## src/rtl/spi_cmd_pkg.sv

```systemverilog
// Shared constants and FSM state type for the PLL-board SPI command master.
package spi_cmd_pkg;

  localparam int CMD_BIT_NUM   = 41;
  localparam int REPLY_BIT_NUM = 6;
  localparam int OPCODE_BITS   = 4;
  localparam logic [OPCODE_BITS-1:0] READ_OPCODE = 4'b1000;

  // Write frames carry a leading pad bit, so the shifter is one wider than a command.
  localparam int SHIFT_W   = CMD_BIT_NUM + 1;
  localparam int BIT_CNT_W = 6;

  typedef enum logic [2:0] {
    IDLE,
    CS_SETUP,
    LOW,
    HIGH,
    TAIL,
    CS_HOLD,
    CS_GAP
  } spi_state_e;

  function automatic int max3(input int a, input int b, input int c);
    int m;
    m = (a > b) ? a : b;
    return (m > c) ? m : c;
  endfunction

endpackage

```

## src/rtl/spi_cmd_timer.sv

```systemverilog
// Loadable down-counter; done is high while the count sits at zero.
module spi_cmd_timer #(
  parameter int W = 5
) (
  input  logic         clk,
  input  logic         rst,
  input  logic         load,
  input  logic [W-1:0] load_val,
  output logic         done
);

  logic [W-1:0] cnt_q, cnt_d;

  // NOTE: combinational blocks assign every output a default first so no path
  // leaves a signal unassigned, which would otherwise infer a latch.
  always_comb begin
    cnt_d = cnt_q;
    if (load) begin
      cnt_d = load_val;
    end else if (cnt_q != '0) begin
      cnt_d = cnt_q - W'(1);
    end
  end

  // NOTE: state registers use non-blocking assignments so every flop samples
  // the pre-edge values, independent of statement order.
  always_ff @(posedge clk) begin
    if (!rst) begin
      cnt_q <= '0;
    end else begin
      cnt_q <= cnt_d;
    end
  end

  assign done = (cnt_q == '0);

endmodule

```

## src/rtl/spi_cmd_master.sv

```systemverilog
// SPI initiator for the PLL-board command link: 42-clock write frames and
// 10-clock status-read frames with a 6-bit LSB-first lock reply.
module spi_cmd_master
  import spi_cmd_pkg::*;
#(
  parameter int CLK_DIV     = 4,
  parameter int CS_HOLD_CYC = 16,
  parameter int CS_IDLE_CYC = 8
) (
  input  logic                     clk,
  input  logic                     rst,
  input  logic                     req_valid,
  input  logic                     req_read,
  input  logic [CMD_BIT_NUM-1:0]   req_data,
  output logic                     req_ready,
  output logic [REPLY_BIT_NUM-1:0] lock_status,
  output logic                     lock_valid,
  output logic                     busy,
  output logic                     spi_clk,
  output logic                     spi_cs,
  output logic                     spi_mosi,
  input  logic                     spi_miso
);

  localparam int TW = $clog2(max3(CLK_DIV, CS_HOLD_CYC, CS_IDLE_CYC) + 1);
  localparam logic [BIT_CNT_W-1:0] WRITE_LAST  = BIT_CNT_W'(CMD_BIT_NUM + 1);
  localparam logic [BIT_CNT_W-1:0] READ_LAST   = BIT_CNT_W'(OPCODE_BITS + REPLY_BIT_NUM);
  localparam logic [BIT_CNT_W-1:0] REPLY_START = BIT_CNT_W'(OPCODE_BITS);

  spi_state_e                 state_q, state_d;
  logic [BIT_CNT_W-1:0]       bit_cnt_q, bit_cnt_d;
  logic                       read_q, read_d;
  logic [SHIFT_W-1:0]         shreg_q, shreg_d;
  logic [REPLY_BIT_NUM-1:0]   reply_q, reply_d;
  logic [REPLY_BIT_NUM-1:0]   lock_q, lock_d;
  logic                       lock_valid_q, lock_valid_d;
  logic                       ready_q, ready_d;
  logic                       sclk_q, sclk_d;
  logic                       cs_q, cs_d;
  logic                       mosi_q, mosi_d;
  logic                       timer_load, timer_done;
  logic [TW-1:0]              timer_val;

  spi_cmd_timer #(.W(TW)) u_timer (
    .clk      (clk),
    .rst      (rst),
    .load     (timer_load),
    .load_val (timer_val),
    .done     (timer_done)
  );

  always_comb begin
    state_d      = state_q;
    bit_cnt_d    = bit_cnt_q;
    read_d       = read_q;
    shreg_d      = shreg_q;
    reply_d      = reply_q;
    lock_d       = lock_q;
    lock_valid_d = 1'b0;

    case (state_q)
      IDLE: if (ready_q && req_valid) begin
        state_d   = CS_SETUP;
        read_d    = req_read;
        bit_cnt_d = '0;
        shreg_d   = req_read ? {READ_OPCODE, {(SHIFT_W - OPCODE_BITS){1'b0}}}
                             : {1'b0, req_data};
      end
      CS_SETUP: if (timer_done) state_d = LOW;
      LOW: if (timer_done) begin
        state_d   = HIGH;
        bit_cnt_d = bit_cnt_q + BIT_CNT_W'(1);
        // Rising edges 5..10 carry reply bits 0..5; the slave shifts LSB first.
        if (read_q && bit_cnt_q >= REPLY_START) begin
          reply_d = {spi_miso, reply_q[REPLY_BIT_NUM-1:1]};
        end
      end
      HIGH: if (timer_done) begin
        if (bit_cnt_q == (read_q ? READ_LAST : WRITE_LAST)) begin
          state_d = TAIL;
        end else begin
          state_d = LOW;
          shreg_d = {shreg_q[SHIFT_W-2:0], 1'b0};
        end
      end
      TAIL: if (timer_done) begin
        state_d = CS_HOLD;
        if (read_q) begin
          lock_d       = reply_q;
          lock_valid_d = 1'b1;
        end
      end
      CS_HOLD: if (timer_done) state_d = CS_GAP;
      CS_GAP:  if (timer_done) state_d = IDLE;
      default: state_d = IDLE;
    endcase

    // Pins are registered from the next state so they switch cleanly with it.
    mosi_d  = (state_d inside {CS_SETUP, LOW, HIGH}) ? shreg_d[SHIFT_W-1] : 1'b0;
    sclk_d  = (state_d == HIGH);
    cs_d    = !(state_d inside {CS_SETUP, LOW, HIGH, TAIL, CS_HOLD});
    ready_d = (state_d == IDLE);

    timer_load = (state_d != state_q);
    case (state_d)
      IDLE:    timer_val = '0;
      CS_HOLD: timer_val = TW'(CS_HOLD_CYC - 1);
      CS_GAP:  timer_val = TW'(CS_IDLE_CYC - 1);
      default: timer_val = TW'(CLK_DIV - 1);
    endcase
  end

  always_ff @(posedge clk) begin
    if (!rst) begin
      state_q      <= IDLE;
      bit_cnt_q    <= '0;
      read_q       <= 1'b0;
      lock_q       <= '0;
      lock_valid_q <= 1'b0;
      ready_q      <= 1'b0;
      sclk_q       <= 1'b0;
      cs_q         <= 1'b1;
      mosi_q       <= 1'b0;
    end else begin
      state_q      <= state_d;
      bit_cnt_q    <= bit_cnt_d;
      read_q       <= read_d;
      lock_q       <= lock_d;
      lock_valid_q <= lock_valid_d;
      ready_q      <= ready_d;
      sclk_q       <= sclk_d;
      cs_q         <= cs_d;
      mosi_q       <= mosi_d;
    end
  end

  // NOTE: the shifters carry no reset; they are always reloaded or fully
  // refilled before their contents reach a pin or lock_status.
  always_ff @(posedge clk) begin
    shreg_q <= shreg_d;
    reply_q <= reply_d;
  end

  assign req_ready   = ready_q;
  assign lock_status = lock_q;
  assign lock_valid  = lock_valid_q;
  assign busy        = (state_q != IDLE);
  assign spi_clk     = sclk_q;
  assign spi_cs      = cs_q;
  assign spi_mosi    = mosi_q;

endmodule

```

## config.mk

```make
export PLATFORM = sky130hd
export DESIGN_NAME = spi_cmd_master
export DESIGN_NICKNAME = d
export VERILOG_FILES = /design/src/rtl/spi_cmd_pkg.sv /design/src/rtl/spi_cmd_timer.sv /design/src/rtl/spi_cmd_master.sv
export SDC_FILE = /design/constraint.sdc
export NUM_CORES = 1
export LEC_CHECK = 0
export ABC_AREA = 1
export CAP_MARGIN = 30
export CORE_ASPECT_RATIO = 1.5
export CORE_MARGIN = 10
export CORE_UTILIZATION = 40
export CTS_CLUSTER_DIAMETER = 120
export CTS_CLUSTER_SIZE = 30
export DETAILED_ROUTE_END_ITERATION = 6
export DONT_BUFFER_PORTS = 1
export PLACE_DENSITY_LB_ADDON = 0.3
export REMOVE_ABC_BUFFERS = 1
export SKIP_LAST_GASP = 1
export SLEW_MARGIN = 10
export SYNTH_ARGS = -nofsm -noshare
export SYNTH_HDL_FRONTEND = slang
export SYNTH_SLANG_ARGS = --single-unit
```

## constraint.sdc

```tcl
create_clock -name clk -period 3.85 [get_ports clk]
set_input_delay 0.77 -clock clk [delete_from_list [all_inputs] [get_ports clk]]
set_output_delay 0.77 -clock clk [all_outputs]
set_load 0.01 [all_outputs]
```

==> flow_metrics.py <==
metrics = {
    "route": {
        "drcViolationCount": 0,
        "drtIter0Drc": 117,
        "detail_route.first_pass.iterations": 4,
        "wl_met3_um": 538,
        "wire_per_inst_um": 16.22,
        "met1Wirelength_um": 2985,
        "via_count": 2155,
        "highest_layer": "met4",
        "drt.antenna.violating_nets": 0,
        "wl_met2_um": 3096,
        "routed_wl_um": 6763,
        "vias_per_cell": 5.168,
    },
    "sta": {
        "finalCritPeriodShare": 0.6158,
        "hold_slack_ns": 0.4529,
        "final_hold_viol_count": 0,
        "finalClockSkew_ns": 0.006057,
        "worst_pin_slew_ns": 0.8480,
        "fmax_mhz": 421.8,
        "rsz0062_at_grt": "no",
        "finalSetupViolations": 0,
        "setup_tns_ns": 0,
        "relSlewSlack": 0.4341,
        "period_minus_slack_ns": 2.371,
        "slew_violations": 0,
    },
    "global_routing": {
        "grt_pass1_vias": 2114,
        "antenna_found_initial": 1,
        "grt_overflow": 0,
        "grt_pass1_wl_um": 10790,
        "grt_max_degree": 26,
        "grtUsageTotal": 0.1153,
    },
    "power_and_ir_drop": {
        "peakVddDrop_uv": 314.4,
        "power-per-cell-area_nw_per_um2": 723.8,
        "power_leakage_nw": 1.417,
        "power_w": 0.002677,
    },
    "critical_path": {
        "crit_arrival_ns": 2.45,
        "crit_fanout": 25,
        "crit_type": "reg2reg",
        "worst_ep_required_time_ns": 3.93,
        "worst_setup_path_start_kind": "register",
        "endpoint_kind": "register",
    },
    "clock_tree": {
        "cts_sinks": 74,
        "cts_buffers": 9,
        "cts_tree": "done",
        "cts_resized": 0,
        "root_buffer": "clkbuf_16",
        "cts_hold_buf": 0,
        "path_clk_slew_ns": 0.06,
        "post_cts_buffers": 0,
        "worstSkewPairLatency_ns": 0.33,
        "cts_buffer_depth": 2,
        "htreeDepth": 3,
    },
    "worst_hold_path": {
        "min_path_type": "reg2reg",
    },
    "floorplan": {
        "fp.coreArea_um2": 7958,
        "fp.dieW_um": 93.42,
        "num_rows": 40,
        "die-area_um2": 12160,
        "die_y_um": 130.1,
        "io_pins": 58,
        "initial_core_util": 0.4064,
    },
    "synthesis": {
        "synth_top_cell_by_area": "edfxtp_1",
        "syn_area_um2": 3234,
        "yosysSeqAreaShare": 0.6035,
        "synth_cells": 300,
        "ys.flop_type": "edfxtp_1",
        "yosys.cell_types.count": 32,
        "netlist_top_cells_count": "edfxtp_1 (47), nand2_1 (42), a22o_1 (40), nor2_1 (39), dfxtp_1 (27)",
        "synth_seq_cells": 74,
        "synthTopCellsByArea": "edfxtp_1 (44%), dfxtp_1 (17%), a22o_1 (11%)",
        "synth_edf_count": 47,
        "synth.avg_cell_area_um2": 10.78,
        "synth.most_common_cell": "edfxtp_1",
        "ys_async_sr_fraction": 0,
        "yosys.area.top_type_share": 0.4364,
        "yosysWarnings": 0,
    },
    "placed_design": {
        "place_hpwl_um": 4804,
        "io_buffers": 0,
        "gp_congestion": 0.8099,
        "dp.cells": 400,
    },
    "finish": {
        "drive_above_1_share": 0.1350,
        "fill_cells": 722,
        "postLayoutCoreUtil": 0.4648,
        "stdcell_count": 417,
        "area_growth_pct": 14.35,
        "final_nets": 357,
    },
    "run": {
        "timing.max_cap.violations": 0,
    },
    "outcome": {
        "outcome": "finished, final reports clean",
    },
}
==> kinds of logic (layout without fill, tap and decap cells) <==
group	after synthesis	count (layout)	share of synthesized area
AOI/OAI and AO/OA	63	63	0.1470
xor gates and xnor gates	4	4	0.01083
adders and majority gates	5	5	0.01934
buffers and inverters	37	48	0.04836
DFF	74	74	0.6035
other	0	1	0
and+or+nand+nor	117	117	0.1710
==> final timing paths <==
| path | cells past startpoint | start | slack [ns] | endpoint |
|---|---|---|---|---|
| setup / recovery | 8 | u_timer.cnt_q[0] | 1.48 | shreg_q[8] |
| hold / removal | 0 | reply_q[5] | 0.45 | reply_q[4] |
| setup reg to reg | 8 | u_timer.cnt_q[0] | 1.48 | shreg_q[8] |
| hold reg to reg | 0 | reply_q[5] | 0.45 | reply_q[4] |
==> flip-flops by register name, indices dropped and copies added (netlist names) <==
signal         flops
shreg_q           42
bit_cnt_q          6
lock_status        6
reply_q            6
u_timer.cnt_q      5
state_q            3
lock_valid         1
read_q             1
req_ready          1
spi_clk            1
spi_cs             1
spi_mosi           1
==> layout make-up <==
type                            count  area [um2]  area share
Clock buffer                       10       229.0     0.06191
Timing Repair Buffer                5       65.06     0.01759
Sequential cell                    74        1952      0.5277
Clock inverter                      6       81.33     0.02199
Inverter                           27       101.3     0.02740
Antenna cell                        1       2.502   0.0006766
Tap cell                          105       131.4     0.03552
Multi-Input combinational cell    189        1136      0.3072
==> placed cells by master (no fill, tap or decap), types with 2 or more instances in the layout <==
cell / Yosys / layout
clkbuf_16: 0 / 9
buf_4: 0 / 3
nor2_1: 39 / 37
a21oi_1: 6 / 6
edfxtp_1: 47 / 47
o21ai_1: 3 / 3
a22o_1: 40 / 40
clkinv_1: 2 / 3
inv_1: 20 / 20
nand2_4: 2 / 2
nand2_2: 4 / 4
inv_2: 5 / 5
dfxtp_1: 27 / 27
o21ai_0: 10 / 10
nand2_1: 42 / 42
nor2_4: 2 / 3
ha_1: 5 / 5
xor2_1: 4 / 4
nor2_2: 3 / 4
nand3_1: 10 / 10
nor3b_1: 3 / 3
clkinv_2: 0 / 2
bufinv_16: 0 / 2
nand3_2: 2 / 2
nor3_1: 6 / 6
==> metrics by stage <==
step	cell area (um2)	worst slack, ns
final	3699	1.479
after global routing	3696	1.262
after CTS	3696	1.454
after detailed placement	3386	1.454
after global placement	3343	1.281
after floorplan	3179	0.6320
==> routing by layer <==
layer / up-vias / global-route usage
li1: 1073 / -
met1: 1015 / 0.1365
met5: - / 0
met4: 0 / 0.05464
met2: 58 / 0.1734
met3: 9 / 0.05290
==> critical path, stage by stage (launching register included) <==
cell      delay (ns)
dfxtp_1         0.34
inv_1           0.07
ha_1            0.21
nand2_1         0.11
nor2_4          0.07
nand3_1         0.14
clkinv_1        0.58
buf_8           0.39
a22o_1          0.19
==> power by group <==
part | total [W] | leakage (nW) | switching [W] | internal [W]
Sequential | 0.00108 | 0.659 | 0.0000718 | 0.00101
Combinational | 0.000731 | 0.608 | 0.000482 | 0.000249
Clock | 0.000866 | 0.150 | 0.000304 | 0.000562
Total | 0.00268 | 1.42 | 0.000857 | 0.00182
No activity file was read; power rests on OpenSTA's default activity.
